===== src/rtl/prio_pkg.sv =====
// Shared sizing and helpers for the request-capture / priority-encoder path.
// Highest set index wins, matching the downstream 8-to-3 encoder.
package prio_pkg;
    localparam int N            = 8;
    localparam int IDX_W        = $clog2(N);
    localparam int SYNC_STG_MIN = 2;

    function automatic logic [IDX_W-1:0] prio_enc(input logic [N-1:0] vec);
        logic [IDX_W-1:0] idx;
        idx = '0;
        for (int i = 0; i < N; i++) begin
            if (vec[i]) idx = IDX_W'(i);
        end
        return idx;
    endfunction
endpackage


===== src/rtl/prio_sync_edge.sv =====
// Multi-flop synchroniser for one asynchronous request line, followed by a
// rising-edge detector so a held level produces a single event pulse.
module prio_sync_edge #(
    parameter int SYNC_STG = 2
) (
    input  logic clk,
    input  logic rst_n,
    input  logic req,
    output logic evt
);
    logic [SYNC_STG-1:0] sync_q;
    logic                dly_q;

    always_ff @(posedge clk or negedge rst_n) begin
        if (!rst_n) begin
            sync_q <= '0;
            dly_q  <= 1'b0;
        end else begin
            sync_q <= {sync_q[SYNC_STG-2:0], req};
            dly_q  <= sync_q[SYNC_STG-1];
        end
    end

    assign evt = sync_q[SYNC_STG-1] & ~dly_q;
endmodule


===== src/rtl/prio_req_capture.sv =====
// Captures async request edges into sticky pending bits and offers the highest
// eligible index over valid/ready; an accepted index clears its pending bit.
module prio_req_capture
    import prio_pkg::*;
#(
    parameter int SYNC_STG = 2
) (
    input  logic             clk,
    input  logic             rst_n,
    input  logic [N-1:0]     req_i,
    input  logic [N-1:0]     mask_i,
    output logic [IDX_W-1:0] out_idx,
    output logic             out_valid,
    input  logic             out_ready,
    output logic [N-1:0]     pending_o,
    output logic [N-1:0]     overrun_o,
    input  logic [N-1:0]     ovr_clr
);
    // Fewer than two stages is not a safe synchroniser, so clamp upward.
    localparam int STG = (SYNC_STG < SYNC_STG_MIN) ? SYNC_STG_MIN : SYNC_STG;

    logic [N-1:0]     evt;
    logic [N-1:0]     acc_vec;
    logic [N-1:0]     elig;
    logic [IDX_W-1:0] best;
    logic             accept;

    for (genvar k = 0; k < N; k++) begin : g_sync
        prio_sync_edge #(.SYNC_STG(STG)) u_sync (
            .clk   (clk),
            .rst_n (rst_n),
            .req   (req_i[k]),
            .evt   (evt[k])
        );
    end

    assign accept = out_valid && out_ready;
    assign elig   = pending_o & ~mask_i;
    assign best   = prio_enc(elig);

    always_comb begin
        acc_vec = '0;
        if (accept) acc_vec[out_idx] = 1'b1;
    end

    // A new event coinciding with the accept of the same bit re-arms it
    // instead of flagging an overrun; overrun set beats a same-cycle clear.
    always_ff @(posedge clk or negedge rst_n) begin
        if (!rst_n) begin
            pending_o <= '0;
            overrun_o <= '0;
        end else begin
            pending_o <= (pending_o | evt) & ~(acc_vec & ~evt);
            overrun_o <= (overrun_o & ~ovr_clr) | (evt & pending_o & ~acc_vec);
        end
    end

    // The accept cycle always drops valid, leaving a bubble so the next
    // selection is made from the already-cleared pending register.
    always_ff @(posedge clk or negedge rst_n) begin
        if (!rst_n) begin
            out_valid <= 1'b0;
            out_idx   <= '0;
        end else if (accept) begin
            out_valid <= 1'b0;
        end else if (!out_valid && (|elig)) begin
            out_valid <= 1'b1;
            out_idx   <= best;
        end
    end
endmodule

===== config.mk =====
export PLATFORM = sky130hd
export DESIGN_NAME = prio_req_capture
export DESIGN_NICKNAME = d
export VERILOG_FILES = /design/src/rtl/prio_pkg.sv /design/src/rtl/prio_sync_edge.sv /design/src/rtl/prio_req_capture.sv
export SDC_FILE = /design/constraint.sdc
export NUM_CORES = 1
export LEC_CHECK = 0
export ABC_CLOCK_PERIOD_IN_PS = 2200
export CAP_MARGIN = 20
export CORE_ASPECT_RATIO = 0.5
export CORE_MARGIN = 2
export CORE_UTILIZATION = 49
export DETAILED_ROUTE_END_ITERATION = 10
export GPL_TIMING_DRIVEN = 0
export PLACE_DENSITY = 0.83
export SETUP_SLACK_MARGIN = 0.4
export SYNTH_ARGS = -nofsm -noshare
export SYNTH_HDL_FRONTEND = slang
export SYNTH_SLANG_ARGS = --single-unit

===== constraint.sdc =====
create_clock -name clk -period 2.2 [get_ports clk]
set_input_delay 0.44 -clock clk [delete_from_list [all_inputs] [get_ports clk]]
set_output_delay 0.44 -clock clk [all_outputs]
set_load 0.02 [all_outputs]

==> results by group, run 1 <==
Synth
  • Synthesized cell area: 1540 um2
  • Synth Warn #: 0
  • Register area share after synthesis: 71.7%
  • Syn Area/Cell: 13.5 um2
  • Gate Count Post-Synth: 114
  • Netlist cell types: 21
  • #FFs+latches synth: 44
  • Syn nets: 141

Place
  • Dpl hpwl: 2240 um
  • PortBufs: 46
  • Placed insts: 201
  • Global placement routability congestion: 0.777
  • Pre-CTS setup slack: 197 ps
  • Post-Place Cell Area: 2060 um2

Die
  • Ports: 47
  • Die width: 83.2 um
  • Die area: 3630 um2
  • Die height: 43.6 um
  • Core area: 3000 um2
  • Site row count: 14
  • Starting density of the core: 51.3%

Cells and area
  • Final core occ: 71.5%
  • Register area: 1100 um2
  • Non-Filler Instances: 208
  • Finished layout cell area: 2140 um2
  • NumNets Final: 195
  • Ratio of cells with drive above 1 in the final layout: 8.33%
  • Multi-input logic area: 398 um2
  • Leading cell types in the layout, fill and taps excluded: 44 x dfrtp_1, 41 x clkdlybuf4s50_1, 11 x nand2b_1
  • Commonest non-fill, non-tap cell in the layout: dfrtp_1
  • Fill cells: 216
  • Area grow syn2layout: 39.4%
  • Antenna diodes: 0

CTS
  • Root buffer cell: clkbuf_8
  • CTS tree: yes
  • CTS clk-pin slew, worst paths: 80 ps
  • CTS Buf Count: 5
  • Htree depth: 2
  • Clk_lat worst skew: 290 ps
  • # resized after CTS: 3
  • Worst-case clock buffer depth: 2
  • # Post-CTS Setup Buffers: 0
  • # hold bufs at CTS: 0
  • Sinks on Clock Net: 44

Timing
  • Tmin final: 1750 ps
  • Final setup vio count: 0
  • Unrepaired setup endpoints after global routing: false
  • Slew Limit Fails: 0
  • Setup Skew: 6.78 ps
  • Max Clk Rate: 0.571 GHz
  • Final hold viol count: 0
  • Fin crit share: 79.6%
  • Slew @ Worst Pin: 337 ps
  • Relative slew slack: 77.5%
  • Setup ws final: 448 ps

Worst setup path
  • Kind of cell adding the most delay to the critical path: buffers and inverters
  • Critical Path Fanout Max: 4
  • Worst EP required: 1760 ps
  • Max stage delay on crit path: 630 ps
  • Nature of the critical path endpoint: primary output
  • Worst EP arrival: 1310 ps
  • Worst setup SP type: flip-flop
  • Slowest cell on crit path: clkdlybuf4s50_1
  • Setup CP Type: reg -> out
  • Buffers & Inverters on Critical Path: 1
  • Crit path cell chain: clkdlybuf4s50_1

Route
  • Post-route ant nets: 0
  • Wire per inst: 13.7 um
  • Post-route DRC: 0
  • DR vias/cell: 4.90
  • WL final: 2850 um
  • Via Count: 1019
  • Iter 0 DRT Violations: 35
  • Router iterations before antenna repair: 4

Global routing
  • First-pass GRT wire length: 4750 um
  • Total track usage: 17.9%
  • Initial antenna violation count: 0
  • GRT Residual Overflow: 0
  • Largest net degree at the start of global routing: 31
  • Vias in the first global route: 1049

Pwr
  • PwrDens: 1060 nW/um2
  • Pwr Total: 2.27 mW
  • Leakage Power: 0.903 nW
  • Peak supply drop: 578 uV

Hold path
  • Type of the tightest min-delay check: in -> async

Run status
  • Status: finished clean

Run
  • Max cap viols: 0
==> final timing paths <==
kind	startpoint	end	slack, ps	depth (start not counted)
setup reg to reg	pending_o[2]	out_idx[1]	720	4
setup / recovery	pending_o[6]	pending_o[6]	450	1
min in group clk	g_sync[5].u_sync.sync_q[0]	g_sync[5].u_sync.sync_q[1]	350	0
hold / removal	rst_n	g_sync[1].u_sync.sync_q[0]	30	1
max in group asynchronous	rst_n	overrun_o[4]	1700	2
hold reg to reg	g_sync[5].u_sync.sync_q[0]	g_sync[5].u_sync.sync_q[1]	350	0
==> layout make-up <==
type,count,share of cell area [%]
Inverter,10,1.75
Multi-Input combinational cell,60,18.6
Tap cell,40,2.34
Sequential cell,44,51.4
Timing Repair Buffer,47,22.1
Clock buffer,5,3.21
Clock inverter,2,0.584
==> kinds of logic after synthesis <==
logic type / after synthesis / share of synthesized area, %
buffers and inverters: 10 / 2.44
AO/OA/AOI/OAI: 25 / 11.3
flip-flops: 44 / 71.7
multiplexers: 2 / 1.47
AND/OR/NAND/NOR: 33 / 13.1
==> stage by stage <==
| stage | setup TNS, ps | hold WS (ps) |
|---|---|---|
| after floorplan | 0 | 144 |
| after global placement | -16260 | 331 |
| after detailed placement | 0 | 336 |
| after CTS | 0 | 41.9 |
| after global routing | 0 | 48.6 |
| final | 0 | 33.1 |
==> synthesized netlist by cell type <==
cell type / n / area share, %
a21oi_2: 1 / 0.57
a21oi_1: 2 / 0.65
a21o_1: 1 / 0.49
nand3b_1: 1 / 0.49
inv_1: 9 / 2.2
nand2_1: 9 / 2.2
nor2_1: 2 / 0.49
o21ai_0: 7 / 2.3
clkinv_1: 1 / 0.24
a2111oi_4: 1 / 1.8
o22ai_1: 8 / 3.3
or2b_1: 1 / 0.49
mux2_1: 2 / 1.5
nor2b_1: 5 / 2.0
nor4_2: 1 / 0.81
nand2b_1: 11 / 4.5
nor2b_4: 2 / 1.8
nand3_1: 1 / 0.33
dfrtp_1: 44 / 72
o21ai_1: 1 / 0.33
o31ai_1: 4 / 2.0
==> power breakdown <==
| part | internal [mW] | switching, mW | total [mW] |
|---|---|---|---|
| Sequential | 0.946 | 0.122 | 1.07 |
| Clock | 0.215 | 0.256 | 0.471 |
| Combinational | 0.352 | 0.379 | 0.731 |
| Total | 1.51 | 0.758 | 2.27 |
==> registers in the layout (all words and copies together) (netlist names) <==
name / count
g_sync.u_sync.sync_q: 16
g_sync.u_sync.dly_q: 8
overrun_o: 8
pending_o: 8
out_idx: 3
out_valid: 1
==> routing by layer <==
layer  vias to the layer above  wire (um)  track usage (%)
li1                        488          -                -
met2                        28       1490             32.7
met4                         0         26             4.59
met5                         -          0                0
met3                         4        157             5.90
met1                       499       1170             21.1
Power figures use the tool's default switching activity.
==> run 2, diff against run 1 <==
--- a/config.mk
+++ b/config.mk
@@ -5,14 +5,14 @@
 export SDC_FILE = /design/constraint.sdc
 export NUM_CORES = 1
 export LEC_CHECK = 0
-export ABC_CLOCK_PERIOD_IN_PS = 2200
+export ABC_CLOCK_PERIOD_IN_PS = 1600
 export CAP_MARGIN = 20
 export CORE_ASPECT_RATIO = 0.5
 export CORE_MARGIN = 2
-export CORE_UTILIZATION = 49
+export CORE_UTILIZATION = 41
 export DETAILED_ROUTE_END_ITERATION = 10
 export GPL_TIMING_DRIVEN = 0
-export PLACE_DENSITY = 0.83
+export PLACE_DENSITY = 0.74
 export SETUP_SLACK_MARGIN = 0.4
 export SYNTH_ARGS = -nofsm -noshare
 export SYNTH_HDL_FRONTEND = slang
==> constraint.sdc (replaced) <==
create_clock -name clk -period 1.6 [get_ports clk]
set_input_delay 0.32 -clock clk [delete_from_list [all_inputs] [get_ports clk]]
set_output_delay 0.32 -clock clk [all_outputs]
set_load 0.02 [all_outputs]
==> run 2 against run 1 <==
Clock-buffer cell count is the same. Clock power grew 47%. Register-to-register slack got worse by 570 ps. Combinational power grew 59%. Clock skew increased by 2.6 ps. Largest cell class unchanged.
==> results by group, run 2 (synthesis results as in run 1) <==
Cells and area
  • Ratio of cells with drive above 1 in the final layout: 32.0% (+24 points)
  • Fill cells: 271 (+25%)
  • Number of flip-flops in the largest register: 16 (unchanged)
  • Commonest non-fill, non-tap cell in the layout: dfrtp_1
  • Most flops, register: g_sync.u_sync.sync_q
  • Final core occ: 64.3% (-7.2 points)
  • Register area: 1110 um2 (+0.45%)
  • Leading cell types in the layout, fill and taps excluded: 40 x dfrtp_1, 22 x clkdlybuf4s50_1, 11 x nand2b_1, 11 x buf_2
  • Antenna diodes: 0 (unchanged)
  • NumNets Final: 204 (+4.6%)
  • Multi-input logic area: 455 um2 (+14%)
  • Area grow syn2layout: 46.9%

CTS
  • CTS tree: yes
  • Clk_lat worst skew: 300 ps (about the same)
  • Sinks on Clock Net: 44 (unchanged)
  • Root buffer cell: clkbuf_8
  • CTS Buf Count: 5 (unchanged)
  • Worst-case clock buffer depth: 2 (unchanged)
  • CTS clk-pin slew, worst paths: 90 ps (about the same)
  • Htree depth: 2 (unchanged)

Route
  • Wire per inst: 13.0 um (-5.1%)
  • Router iterations before antenna repair: 4 (unchanged)
  • DR vias/cell: 4.54 (-7.4%)
  • Iter 0 DRT Violations: 22 (-37%)
  • Post-route DRC: 0 (unchanged)
  • Via Count: 1039 (+2.0%)
  • WL final: 2970 um (+4.5%)
  • Post-route ant nets: 0 (unchanged)

Global routing
  • Largest net degree at the start of global routing: 25 (-19%)
  • GRT Residual Overflow: 0 (unchanged)
  • Vias in the first global route: 1043 (-0.57%)
  • Total track usage: 15.6% (-2.3 points)
  • Initial antenna violation count: 0 (unchanged)
  • First-pass GRT wire length: 4860 um (+2.3%)

Timing
  • Max Clk Rate: 0.678 GHz
  • Relative slew slack: 67.4% (-10 points)
  • Unrepaired setup endpoints after global routing: true
  • Final setup vio count: 0 (unchanged)
  • Final hold viol count: 0 (unchanged)
  • Setup Skew: 9.33 ps (+2.56 ps)
  • Slew @ Worst Pin: 488 ps (+151 ps)
  • Tmin final: 1470 ps
  • Fin crit share: 92.1%
  • Slew Limit Fails: 0 (unchanged)

Place
  • Global placement routability congestion: 0.793 (+2.1%)
  • Dpl hpwl: 2130 um (-4.9%)
  • PortBufs: 46 (unchanged)

Die
  • Die area: 4280 um2 (+18%)
  • Ports: 47 (unchanged)
  • Site row count: 15 (+1)
  • Die width: 90.6 um (+8.9%)
  • Core area: 3510 um2 (+17%)
  • Die height: 47.3 um (+8.5%)
  • Starting density of the core: 43.8% (-7.5 points)

Pwr
  • Pwr Total: 3.34 mW (+47%)
  • Seq pwr share: 44.7% (-2.3 points)
  • Clock power share: 20.7% (about the same)
  • PwrDens: 1480 nW/um2 (+40%)
  • Peak supply drop: 575 uV (-0.49%)
  • Logic pwr share: 34.6% (+2.4 points)
  • Leakage Power: 1.01 nW (+12%)
  • Cell-internal power: 2.19 mW (+45%)
  • Switching power total: 1.15 mW (+51%)
  • Switching part of the total power: 34.3% (+0.94 points)

Worst setup path
  • Critical Path Fanout Max: 3 (-1)
  • Worst setup SP type: input pin
  • Worst R2R Setup Slack: 150 ps (-570 ps)
  • Worst EP arrival: 1670 ps (+360 ps)
  • Setup CP Type: in -> reg
  • Nature of the critical path endpoint: flip-flop
  • Worst EP required: 1790 ps (+30 ps)

Run
  • Max cap viols: 0 (unchanged)

Run status
  • Status: finished clean

Hold path
  • Type of the tightest min-delay check: reg -> reg
run 2: cell types whose count changed in the layout (fill, tap and decap cells not counted), sizes merged:
cell           change
clkbuf             +1
clkinvlp           +1
clkdlybuf4s50     -19
clkdlybuf4s15      +3
dlymetal6s2s       -1
dlygate4sd3        +1
buf               +24
run 2: worst max-delay path: stages:
cell and delay (ps):
clkdlybuf4s50_1 520, nor2b_4 70, a2111oi_4 310, a21oi_2 140, mux2_4 310
run 2: repair_timing:
item,in CTS,in global routing
pin swaps,3,2
hold endpoints to repair,20,0
hold buffers,1,0
buffers inserted,2,6
gates resized for setup,93,15
setup endpoints to repair,35,28
run 2: final cells by class:
type | instances | area share [%]
sequential | 44 | 49.0
timing repair buffer | 56 | 22.2
multi-input combinational | 60 | 20.2
clock buffer | 5 | 3.05
tap | 51 | 2.83
inverter | 10 | 1.72
clock inverter | 3 | 1.05
run 2: routing by layer:
layer	routed length [um]	up-vias	track usage [%]
li1	-	510	-
met1	1270	493	17.8
met2	1530	27	28.8
met3	135	9	4.65
met4	46	0	7.69
met5	0	-	0
run 2: per-stage QoR:
stage               hold slack, ps  setup slack (ps)  TNS [ps]  std cells  area [um2]
finish                         352               126         0        229        2260
global route                   366              86.1         0        229        2260
CTS                            355               152         0        223        2190
floorplan                     24.4               134         0        114        1550
detailed placement             307              -253      -619        212        2100
global placement               332              -999    -38500        211        2070
run 2: path summary, 6_finish.rpt:
check | from | end | depth (start not counted)
min | g_sync[3].u_sync.sync_q[0] | g_sync[3].u_sync.sync_q[1] | 0
max | mask_i[3] | out_idx[0] | 5
min reg2reg | g_sync[3].u_sync.sync_q[0] | g_sync[3].u_sync.sync_q[1] | 0
max in group asynchronous | rst_n | pending_o[1] | 3
min in group asynchronous | rst_n | overrun_o[4] | 2
max reg2reg | pending_o[7] | out_idx[0] | 4
run 2: power groups by stage:
stage                     logic [mW]  clock network, mW  registers (mW)
after floorplan                0.350                  0            1.66
after global placement          1.02                  0            1.49
after detailed placement        1.04                  0            1.50
after CTS                       1.05              0.713            1.49
after global routing            1.24              0.763            1.52
final                           1.16              0.691            1.49
==> run 3, diff against run 2 <==
--- a/config.mk
+++ b/config.mk
@@ -9,11 +9,12 @@
 export CAP_MARGIN = 20
 export CORE_ASPECT_RATIO = 0.5
 export CORE_MARGIN = 2
-export CORE_UTILIZATION = 41
+export CORE_UTILIZATION = 42
 export DETAILED_ROUTE_END_ITERATION = 10
 export GPL_TIMING_DRIVEN = 0
-export PLACE_DENSITY = 0.74
+export PLACE_DENSITY = 0.75
 export SETUP_SLACK_MARGIN = 0.4
 export SYNTH_ARGS = -nofsm -noshare
 export SYNTH_HDL_FRONTEND = slang
+export SYNTH_HIERARCHICAL = 1
 export SYNTH_SLANG_ARGS = --single-unit
==> run 3 against run 2 <==
Area after synthesis rose by 5.9%. Worst setup slack lost 29 ps. Cell area grew 8.2%. Utilization rose by 4.2 points. Non-clock buffer count is 4 higher. Wire length up 14%. Sequential power barely moved. Register-to-register slack got worse by 50 ps. Clock skew is 6.7 ps lower. Final cell count grew 4.8%. First-iteration DRC count fell by 9.1%. Critical path type is now reg -> reg. Critical endpoint unchanged. Largest power group unchanged.
==> results by group, run 3 <==
CTS
  • Clk_lat worst skew: 290 ps (about the same)
  • CTS clk-pin slew, worst paths: 80 ps (about the same)
  • Sinks on Clock Net: 44 (unchanged)
  • CTS Buf Count: 5 (unchanged)
  • Worst-case clock buffer depth: 2 (unchanged)
  • CTS tree: yes
  • Root buffer cell: clkbuf_8
  • Htree depth: 2 (unchanged)

Synth
  • Syn Area/Cell: 13.3 um2 (-1.1%)
  • Number of synthesized flops with an enable pin: 0 (unchanged)
  • Post-synth top cells: 44 x dfrtp_1, 17 x inv_1, 10 x nor2b_4, 9 x nand2_1
  • Netlist cell types: 20 (-4.8%)
  • Most common cell in the netlist: dfrtp_1
  • Ys flop type: dfrtp_1
  • Ys async rst share: 100% (unchanged)
  • Register area share after synthesis: 67.7% (-4.0 points)
  • Synthesized cell area: 1630 um2 (+5.9%)
  • Top post-synthesis cells by area: dfrtp_1 68%, nor2b_4 8.5%, inv_1 3.9%
  • Syn nets: 149 (+5.7%)
  • Synth Warn #: 6 (+6)
  • Gate Count Post-Synth: 122 (+7.0%)
  • Yosys top cell area share: 67.7% (-4.0 points)
  • Area leader, netlist: dfrtp_1
  • #FFs+latches synth: 44 (unchanged)

Die
  • Die height: 48.0 um (+1.5%)
  • Ports: 47 (unchanged)
  • Starting density of the core: 45.6% (+1.8 points)
  • Die width: 92.0 um (+1.6%)
  • Site row count: 15 (unchanged)
  • Die area: 4420 um2 (+3.1%)
  • Core area: 3570 um2 (+1.6%)

Cells and area
  • Area grow syn2layout: 50.2%
  • Antenna diodes: 0 (unchanged)
  • Final core occ: 68.5% (+4.2 points)
  • Fill cells: 253 (-6.6%)
  • Commonest non-fill, non-tap cell in the layout: dfrtp_1
  • Most flops, register: g_sync.u_sync/sync_q
  • Number of flip-flops in the largest register: 16 (unchanged)
  • Leading cell types in the layout, fill and taps excluded: 38 x dfrtp_1, 21 x clkdlybuf4s50_1, 17 x inv_1
  • Ratio of cells with drive above 1 in the final layout: 39.7% (+7.7 points)
  • Finished layout cell area: 2440 um2 (+8.2%)
  • NumNets Final: 216 (+5.9%)

Worst setup path
  • Buffers & Inverters on Critical Path: 0 (-1)
  • Max stage delay on crit path: 420 ps (-100 ps)
  • Crit path cell chain: nor2b_4, a2111oi_4, a21oi_2, mux2_4
  • Worst R2R Setup Slack: 100 ps (-50 ps)
  • Nature of the critical path endpoint: flip-flop
  • Critical R2R Launch: pending_o[2]
  • Worst setup SP type: flip-flop
  • Worst EP required: 1780 ps (about the same)
  • RR Endpoint: out_idx[0]
  • Worst EP arrival: 1680 ps (about the same)
  • Critical Path Fanout Max: 3 (unchanged)
  • FF-to-FF path depth: 4 (unchanged)
  • Setup CP Type: reg -> reg
  • Slowest cell on crit path: dfrtp_2
  • Kind of cell adding the most delay to the critical path: compound AO/OA/AOI/OAI gates

Timing
  • Setup Skew: 2.66 ps (-6.67 ps)
  • Tmin final: 1500 ps (+28.7 ps)
  • Slew @ Worst Pin: 345 ps (-144 ps)
  • Fin crit share: 93.9% (+1.8 points)
  • Max Clk Rate: 0.665 GHz (-1.9%)
  • Relative slew slack: 77.0% (+9.5 points)
  • Final setup vio count: 0 (unchanged)
  • Unrepaired setup endpoints after global routing: true
  • Setup TNS: 0 ps (unchanged)
  • Slew Limit Fails: 0 (unchanged)
  • Final hold viol count: 0 (unchanged)

Place
  • Dpl hpwl: 2190 um (+2.7%)
  • PortBufs: 46 (unchanged)
  • Global placement routability congestion: 0.739 (-6.8%)
  • Post-Place Cell Area: 2180 um2 (+3.9%)

Pwr
  • Peak supply drop: 604 uV (+5.1%)
  • Switching power total: 1.19 mW (+3.7%)
  • Leakage Power: 1.13 nW (+11%)
  • PwrDens: 1540 nW/um2 (+4.2%)
  • Seq pwr share: 40.1% (-4.6 points)
  • Logic pwr share: 34.1% (-0.5 points)
  • Cell-internal power: 2.58 mW (+18%)
  • Clock power share: 25.8% (+5.1 points)
  • Switching part of the total power: 31.6% (-2.8 points)

Hold path
  • Hold Crit Depth: 0 (unchanged)
  • Type of the tightest min-delay check: reg -> reg
  • Hold Startpoint: g_sync[2].u_sync/sync_q[0]
  • Hold EP: g_sync[2].u_sync/sync_q[1]

Run
  • Max cap viols: 0 (unchanged)

Route
  • Post-route DRC: 0 (unchanged)
  • Via Count: 1106 (+6.4%)
  • Post-route ant nets: 0 (unchanged)
  • Router iterations before antenna repair: 4 (unchanged)
  • Wire per inst: 14.1 um (+8.4%)
  • Iter 0 DRT Violations: 20 (-9.1%)
  • WL final: 3380 um (+14%)
  • DR vias/cell: 4.61 (+1.6%)

Global routing
  • GRT Residual Overflow: 0 (unchanged)
  • Total track usage: 16.2% (+0.58 points)
  • Initial antenna violation count: 0 (unchanged)
  • First-pass GRT wire length: 5110 um (+5.3%)
  • Largest net degree at the start of global routing: 43 (+72%)
  • Vias in the first global route: 1093 (+4.8%)

Run status
  • Status: finished clean
run 3: cell count changes after synthesis:
cell      before  now
inv_1          9   17
nor2b_4        2   10
nand2b_1      11    3
o21ai_1        1    0
o21ai_0        7    8
run 3: per-layer routing:
| layer | GRT usage (%) | part of all wire [%] |
|---|---|---|
| met2 | 26.5 | 51 |
| met3 | 5.98 | 3.6 |
| met1 | 20.1 | 44 |
| met5 | 0 | 0 |
| met4 | 7.76 | 1.5 |
run 3: repair_timing:
item	4_1_cts	5_1_grt
resized for setup	104	21
endpoints found under the hold margin	2	0
pin swaps	5	6
hold buffers	1	0
cloned	0	0
endpoints found under the setup margin	37	24
setup buffers	4	8
run 3: cells by family after synthesis:
kind of cell	count (synthesis)	synth area share (%)
AO/OA/AOI/OAI	25	10.7
buffers and inverters	18	4.15
flip-flops	44	67.7
multiplexers	2	1.38
AND/OR/NAND/NOR	33	16.1
run 3: worst max-delay path by stage:
| stage | start | to | depth (start not counted) |
|---|---|---|---|
| after global routing | pending_o[2] | out_idx[0] | 4 |
| after global placement | rst_n | pending_o[1] | 1 |
| after detailed placement | mask_i[0] | out_idx[0] | 5 |
| final | pending_o[2] | out_idx[0] | 4 |
| after CTS | pending_o[1] | out_idx[0] | 4 |
| after floorplan | pending_o[1] | out_idx[0] | 4 |
run 3: layout make-up:
class	instances	area [um2]	share of cell area (%)
clock buffers	5	68.8	2.82
clock inverters	2	60.1	2.46
inverters	18	68.8	2.82
multi-input cells	60	538	22.0
flip-flops and latches	44	1110	45.4
well taps	51	63.8	2.61
repair buffers	60	534	21.9
run 3: power groups by stage:
stage          Combinational [mW]  Clock, mW  Sequential [mW]
3_3_place_gp                 1.03          0             1.50
2_1_floorplan               0.365          0             1.67
4_1_cts                      1.10      0.983             1.50
3_5_place_dp                 1.06          0             1.51
6_report                     1.29      0.973             1.51
5_1_grt                      1.38       1.04             1.54
run 3: through the flow:
step | power, mW | hold WS [ps] | worst slack, ps | instances
6_report | 3.77 | 351 | 97.0 | 240
5_1_grt | 3.96 | 362 | 49.4 | 240
4_1_cts | 3.58 | 344 | 138 | 232
3_5_place_dp | 2.57 | 129 | -263 | 220
3_3_place_gp | 2.53 | 332 | -1020 | 219
2_1_floorplan | 2.03 | 24.4 | 134 | 122
